$ cat src/rtl/bcd_pkg.sv
// Shared constants and helpers for the sequential binary-to-BCD converter.
package bcd_pkg;

  localparam logic [3:0] DIGIT_DASH  = 4'hA;
  localparam logic [3:0] DIGIT_BLANK = 4'hB;

  localparam logic [1:0] IDLE   = 2'd0;
  localparam logic [1:0] SHIFT  = 2'd1;
  localparam logic [1:0] FINISH = 2'd2;

  function automatic logic [3:0] add3(input logic [3:0] d);
    return (d >= 4'd5) ? d + 4'd3 : d;
  endfunction

endpackage

$ cat src/rtl/bcd_digit_adj.sv
// Combinational add-3 correction cell for one BCD digit of the shift datapath.
module bcd_digit_adj
  import bcd_pkg::*;
(
  input  logic [3:0] i_digit,
  output logic [3:0] o_digit
);

  assign o_digit = add3(i_digit);

endmodule

$ cat src/rtl/bcd_seq_converter.sv
// Sequential shift-add-3 binary-to-BCD converter with start/busy/done handshake.
// Optional build macro: LEADING_ZERO_BLANK_EN blanks leading zero digits.
module bcd_seq_converter
  import bcd_pkg::*;
#(
  parameter int BIN_W  = 7,
  parameter int DIGITS = 3
) (
  input  logic                clk,
  input  logic                rst_n,
  input  logic                i_start,
  input  logic [BIN_W-1:0]    i_bin,
  output logic                o_busy,
  output logic                o_done,
  output logic [4*DIGITS-1:0] o_bcd
);

  localparam int CNT_W = $clog2(BIN_W);
  localparam int DW    = 4 * DIGITS;

  localparam logic [BIN_W-1:0] BIN_DASH  = '1;
  localparam logic [BIN_W-1:0] BIN_BLANK = {{(BIN_W-1){1'b1}}, 1'b0};

  if (BIN_W < 3 || (DIGITS < 19 && BIN_W < 64 && (64'd10 ** DIGITS) < (64'd1 << BIN_W)))
  begin : g_param_err
    $error("bcd_seq_converter: DIGITS too small for BIN_W");
  end

  logic [1:0]          r_state;
  logic [CNT_W-1:0]    r_cnt;
  logic [BIN_W-1:0]    r_bin_sr;
  logic [DW-1:0]       r_digits;
  logic                r_dash;
  logic                r_blank;
  logic                r_busy;
  logic                r_done;
  logic [DW-1:0]       r_bcd;

  logic [DW-1:0]       w_adj;
  logic [DW+BIN_W-1:0] w_shift;
  logic [DW-1:0]       w_result;
  logic                w_unused_top;

  for (genvar g = 0; g < DIGITS; g++) begin : g_adj
    bcd_digit_adj u_adj (
      .i_digit (r_digits[4*g +: 4]),
      .o_digit (w_adj[4*g +: 4])
    );
  end

  // Top bit of the adjusted digits is shifted out; the parameter check keeps it zero.
  assign w_shift      = {w_adj[DW-2:0], r_bin_sr, 1'b0};
  assign w_unused_top = w_adj[DW-1];

  always_comb begin
    w_result = r_digits;
`ifdef LEADING_ZERO_BLANK_EN
    begin : b_lead
      logic w_lead;
      w_lead = 1'b1;
      for (int k = DIGITS - 1; k >= 1; k--) begin
        if (w_lead && (r_digits[4*k +: 4] == 4'd0)) begin
          w_result[4*k +: 4] = DIGIT_BLANK;
        end else begin
          w_lead = 1'b0;
        end
      end
    end
`endif
    if (r_dash) begin
      w_result = {DIGITS{DIGIT_DASH}};
    end else if (r_blank) begin
      w_result = {DIGITS{DIGIT_BLANK}};
    end
  end

  always_ff @(posedge clk or negedge rst_n) begin
    if (!rst_n) begin
      r_state  <= IDLE;
      r_cnt    <= '0;
      r_bin_sr <= '0;
      r_digits <= '0;
      r_dash   <= 1'b0;
      r_blank  <= 1'b0;
      r_busy   <= 1'b0;
      r_done   <= 1'b0;
      r_bcd    <= '0;
    end else begin
      r_done <= 1'b0;
      case (r_state)
        IDLE: begin
          if (i_start) begin
            r_bin_sr <= i_bin;
            r_digits <= '0;
            r_cnt    <= CNT_W'(BIN_W - 1);
            r_dash   <= (i_bin == BIN_DASH);
            r_blank  <= (i_bin == BIN_BLANK);
            r_busy   <= 1'b1;
            r_state  <= SHIFT;
          end
        end
        SHIFT: begin
          {r_digits, r_bin_sr} <= w_shift;
          r_cnt                <= r_cnt - CNT_W'(1);
          if (r_cnt == '0) begin
            r_state <= FINISH;
          end
        end
        FINISH: begin
          r_bcd   <= w_result;
          r_done  <= 1'b1;
          r_busy  <= 1'b0;
          r_state <= IDLE;
        end
        default: begin
          r_busy  <= 1'b0;
          r_state <= IDLE;
        end
      endcase
    end
  end

  assign o_busy = r_busy;
  assign o_done = r_done;
  assign o_bcd  = r_bcd;

endmodule
$ cat config.mk
export PLATFORM = sky130hd
export DESIGN_NAME = bcd_seq_converter
export DESIGN_NICKNAME = d
export VERILOG_FILES = /design/src/rtl/bcd_pkg.sv /design/src/rtl/bcd_digit_adj.sv /design/src/rtl/bcd_seq_converter.sv
export SDC_FILE = /design/constraint.sdc
export NUM_CORES = 1
export LEC_CHECK = 0
export BUFFER_PORTS_ARGS = -buffer_cell sky130_fd_sc_hd__buf_4
export CAP_MARGIN = 20
export CORE_MARGIN = 5
export CORE_UTILIZATION = 40
export CTS_CLUSTER_SIZE = 24
export DETAILED_ROUTE_END_ITERATION = 8
export PLACE_DENSITY = 0.65
export RECOVER_POWER = 50
export SYNTH_ARGS = -nofsm -noshare
export SYNTH_HDL_FRONTEND = slang
export SYNTH_HIERARCHICAL = 1
export SYNTH_SLANG_ARGS = --single-unit
$ cat constraint.sdc
create_clock -name clk -period 2.15 [get_ports clk]
set_clock_uncertainty 0.15 [all_clocks]
set_input_delay 0.645 -clock clk [delete_from_list [all_inputs] [get_ports clk]]
set_output_delay 0.645 -clock clk [all_outputs]
set_load 0.05 [all_outputs]
==> impl_metrics.py <==
metrics = {
    "clocking": {
        "cts_buffers": 5,
        "postCtsSetupBuffers": 0,
        "cts_sinks": 40,
        "hold_buffers": 0,
        "clkTransAtPathRegs_ns": 0.08,
        "clock_path_buffers": 2,
        "ctsHtreeMaxLevel": 2,
        "cts_tree": "built",
        "postCtsResizedCells": 0,
        "worstSkewPairLatency_ns": 0.28,
        "cts_root_buffer": "clkbuf_8",
    },
    "worst_setup_path": {
        "critPathLaunch": "r_state[1]$_DFFE_PN0P_",
        "crit_family": "simple AND/OR/NAND/NOR gates",
        "cp_max_fo": 12,
        "slowest_delay_ns": 0.51,
        "path_cells": "nand2b_1, or3_1, o22a_1",
        "start_kind": "flop",
        "required_ns": 2.18,
        "critPathKind": "flop to flop",
        "crit_buf_inv": 0,
        "slowest_stage": "or3_1",
        "cp-end-kind": "flop",
        "critPathArrivalTime_ns": 1.72,
        "r2r_start": "r_state[1]$_DFFE_PN0P_",
    },
    "route": {
        "dr_total_vias": 1326,
        "drt-vias-per-instance": 5.12,
        "firstDrtPassIters": 4,
        "drc": 0,
        "drt_iter0_markers": 104,
        "ant_nets": 0,
        "routedWlPerCell_um": 13.4,
        "drt-total-wl_mm": 3.48,
    },
    "placement": {
        "place_inst": 251,
        "hpwl_mm": 2.52,
        "placed_area_sq_um": 2120,
        "io_buffers": 23,
        "dpl_worst_slack_ns": 0.478,
        "gp_congestion": 0.783,
    },
    "sta": {
        "max_slew.worst_pin.slew_ns": 0.970,
        "relSlewSlack": 0.354,
        "final-setup-viol-count": 0,
        "post-route-period-util": 0.788,
        "hold_viol": 0,
        "slew_viol_final": 0,
        "rsz0062_at_grt": "no",
        "timing.hold.ws_ns": 0.344,
        "totalNegativeSetupSlack_ns": 0,
        "fmax_mhz": 591,
        "min_period_ns": 1.69,
        "timing.final.ws_setup_ns": 0.457,
    },
    "cells_and_area": {
        "layout-drive-gt1-share": 0.180,
        "fin_cells": 259,
        "nets": 222,
        "fin_area_sq_um": 2190,
        "fin_util": 0.470,
        "area_delta_synth_final_pct": 15.8,
        "antenna_cells": 0,
    },
    "power": {
        "p_leak_nw": 1.08,
        "seqPwrFrac": 0.380,
        "total_power_mw": 3.38,
        "power_frac_comb": 0.477,
        "p_int_mw": 1.95,
        "swShare": 0.424,
        "power_switching_mw": 1.44,
        "ir_drop_mv": 0.682,
        "power_density_nw_per_um2": 1550,
        "power.share.clock": 0.142,
    },
    "min_path": {
        "worstHoldStart": "o_bcd[0]$_DFFE_PN0P_",
        "min_path_type": "flop to flop",
    },
    "floorplan": {
        "die_h_um": 78.7,
        "die_x_um": 78.7,
        "initial_utilization": 0.405,
        "rows": 25,
        "core_sq_um": 4660,
        "pin_count": 24,
        "die_area_sq_um": 6200,
    },
    "global_route": {
        "grt_pass1_vias": 1261,
        "grt.overflow.total": 0,
        "gr-usage-all-layers": 0.124,
        "grt_max_degree": 41,
        "antenna_found_initial": 0,
        "grt_pass1_wl_mm": 6.09,
    },
    "synthesis": {
        "yosysWarnings": 6,
        "synth_fp_nets": 196,
        "synth_cells": 178,
        "netlist_area_sq_um": 1890,
        "syn_avg_cell_area_sq_um": 10.6,
    },
    "run": {
        "drv_cap": 0,
    },
    "outcome": {
        "outcome": "complete, no violations",
    },
}
worst reg2reg max path, delay by kind of cell, from the launching register on:
kind,cells,cell delay (ns)
compound gates,1,0.22
simple gates,2,0.78
flops,1,0.44
path summary, 6_finish.rpt:
path                       cells past startpoint                        to  slack, ns
setup / recovery                               3      o_bcd[5]$_DFFE_PN0P_       0.46
hold / removal                                 2      o_bcd[0]$_DFFE_PN0P_       0.34
setup reg to reg                               3      o_bcd[5]$_DFFE_PN0P_       0.46
hold reg to reg                                2      o_bcd[0]$_DFFE_PN0P_       0.34
max in group asynchronous                      1    r_state[0]$_DFFE_PN0P_       0.90
min in group asynchronous                      1  r_digits[11]$_DFFE_PN0P_       0.35
layout make-up:
cell class / count / area (sq um)
fill: 447 / 2470
sequential: 40 / 1000
multi-input combinational: 117 / 791
timing repair buffer: 27 / 193
clock buffer: 5 / 68.8
tap: 54 / 67.6
inverter: 13 / 48.8
clock inverter: 3 / 18.8
power by group through the flow:
stage,Sequential (mW),Combinational (mW),Clock [mW]
2_1_floorplan,1.61,0.917,0
3_3_place_gp,1.30,1.61,0
3_5_place_dp,1.31,1.66,0
4_1_cts,1.29,1.66,0.503
5_1_grt,1.35,1.78,0.534
6_report,1.29,1.62,0.482
per-layer routing:
metal  track usage  vias up  share of wire
met4        0.0367        0         0.0066
met1         0.169      623           0.48
met3        0.0340        2          0.051
li1              -      672              -
met5             0        -              0
met2         0.192       29           0.46
flip-flops by register name (all words and copies together) (netlist names):
signal and count:
r_state 2, r_bin_sr 7, o_busy 1, r_digits 12
o_bcd 12, r_cnt 3, r_dash 1, r_blank 1
o_done 1
cell usage in the layout (no fill, tap or decap), types with 2 or more instances in the layout:
master,n
o21ai_1,2
clkbuf_8,5
inv_1,13
clkinv_2,2
mux2i_1,3
a21oi_1,5
clkbuf_1,2
nor2b_1,2
and3b_1,4
nand2b_1,6
a22oi_1,4
ha_1,8
o21ai_0,9
xnor2_1,3
a22o_1,15
nor2_1,9
o22a_1,6
dfrtp_1,40
a21oi_2,3
nand2_1,24
o31ai_1,5
buf_4,24
(Power assumes the default switching activity.)
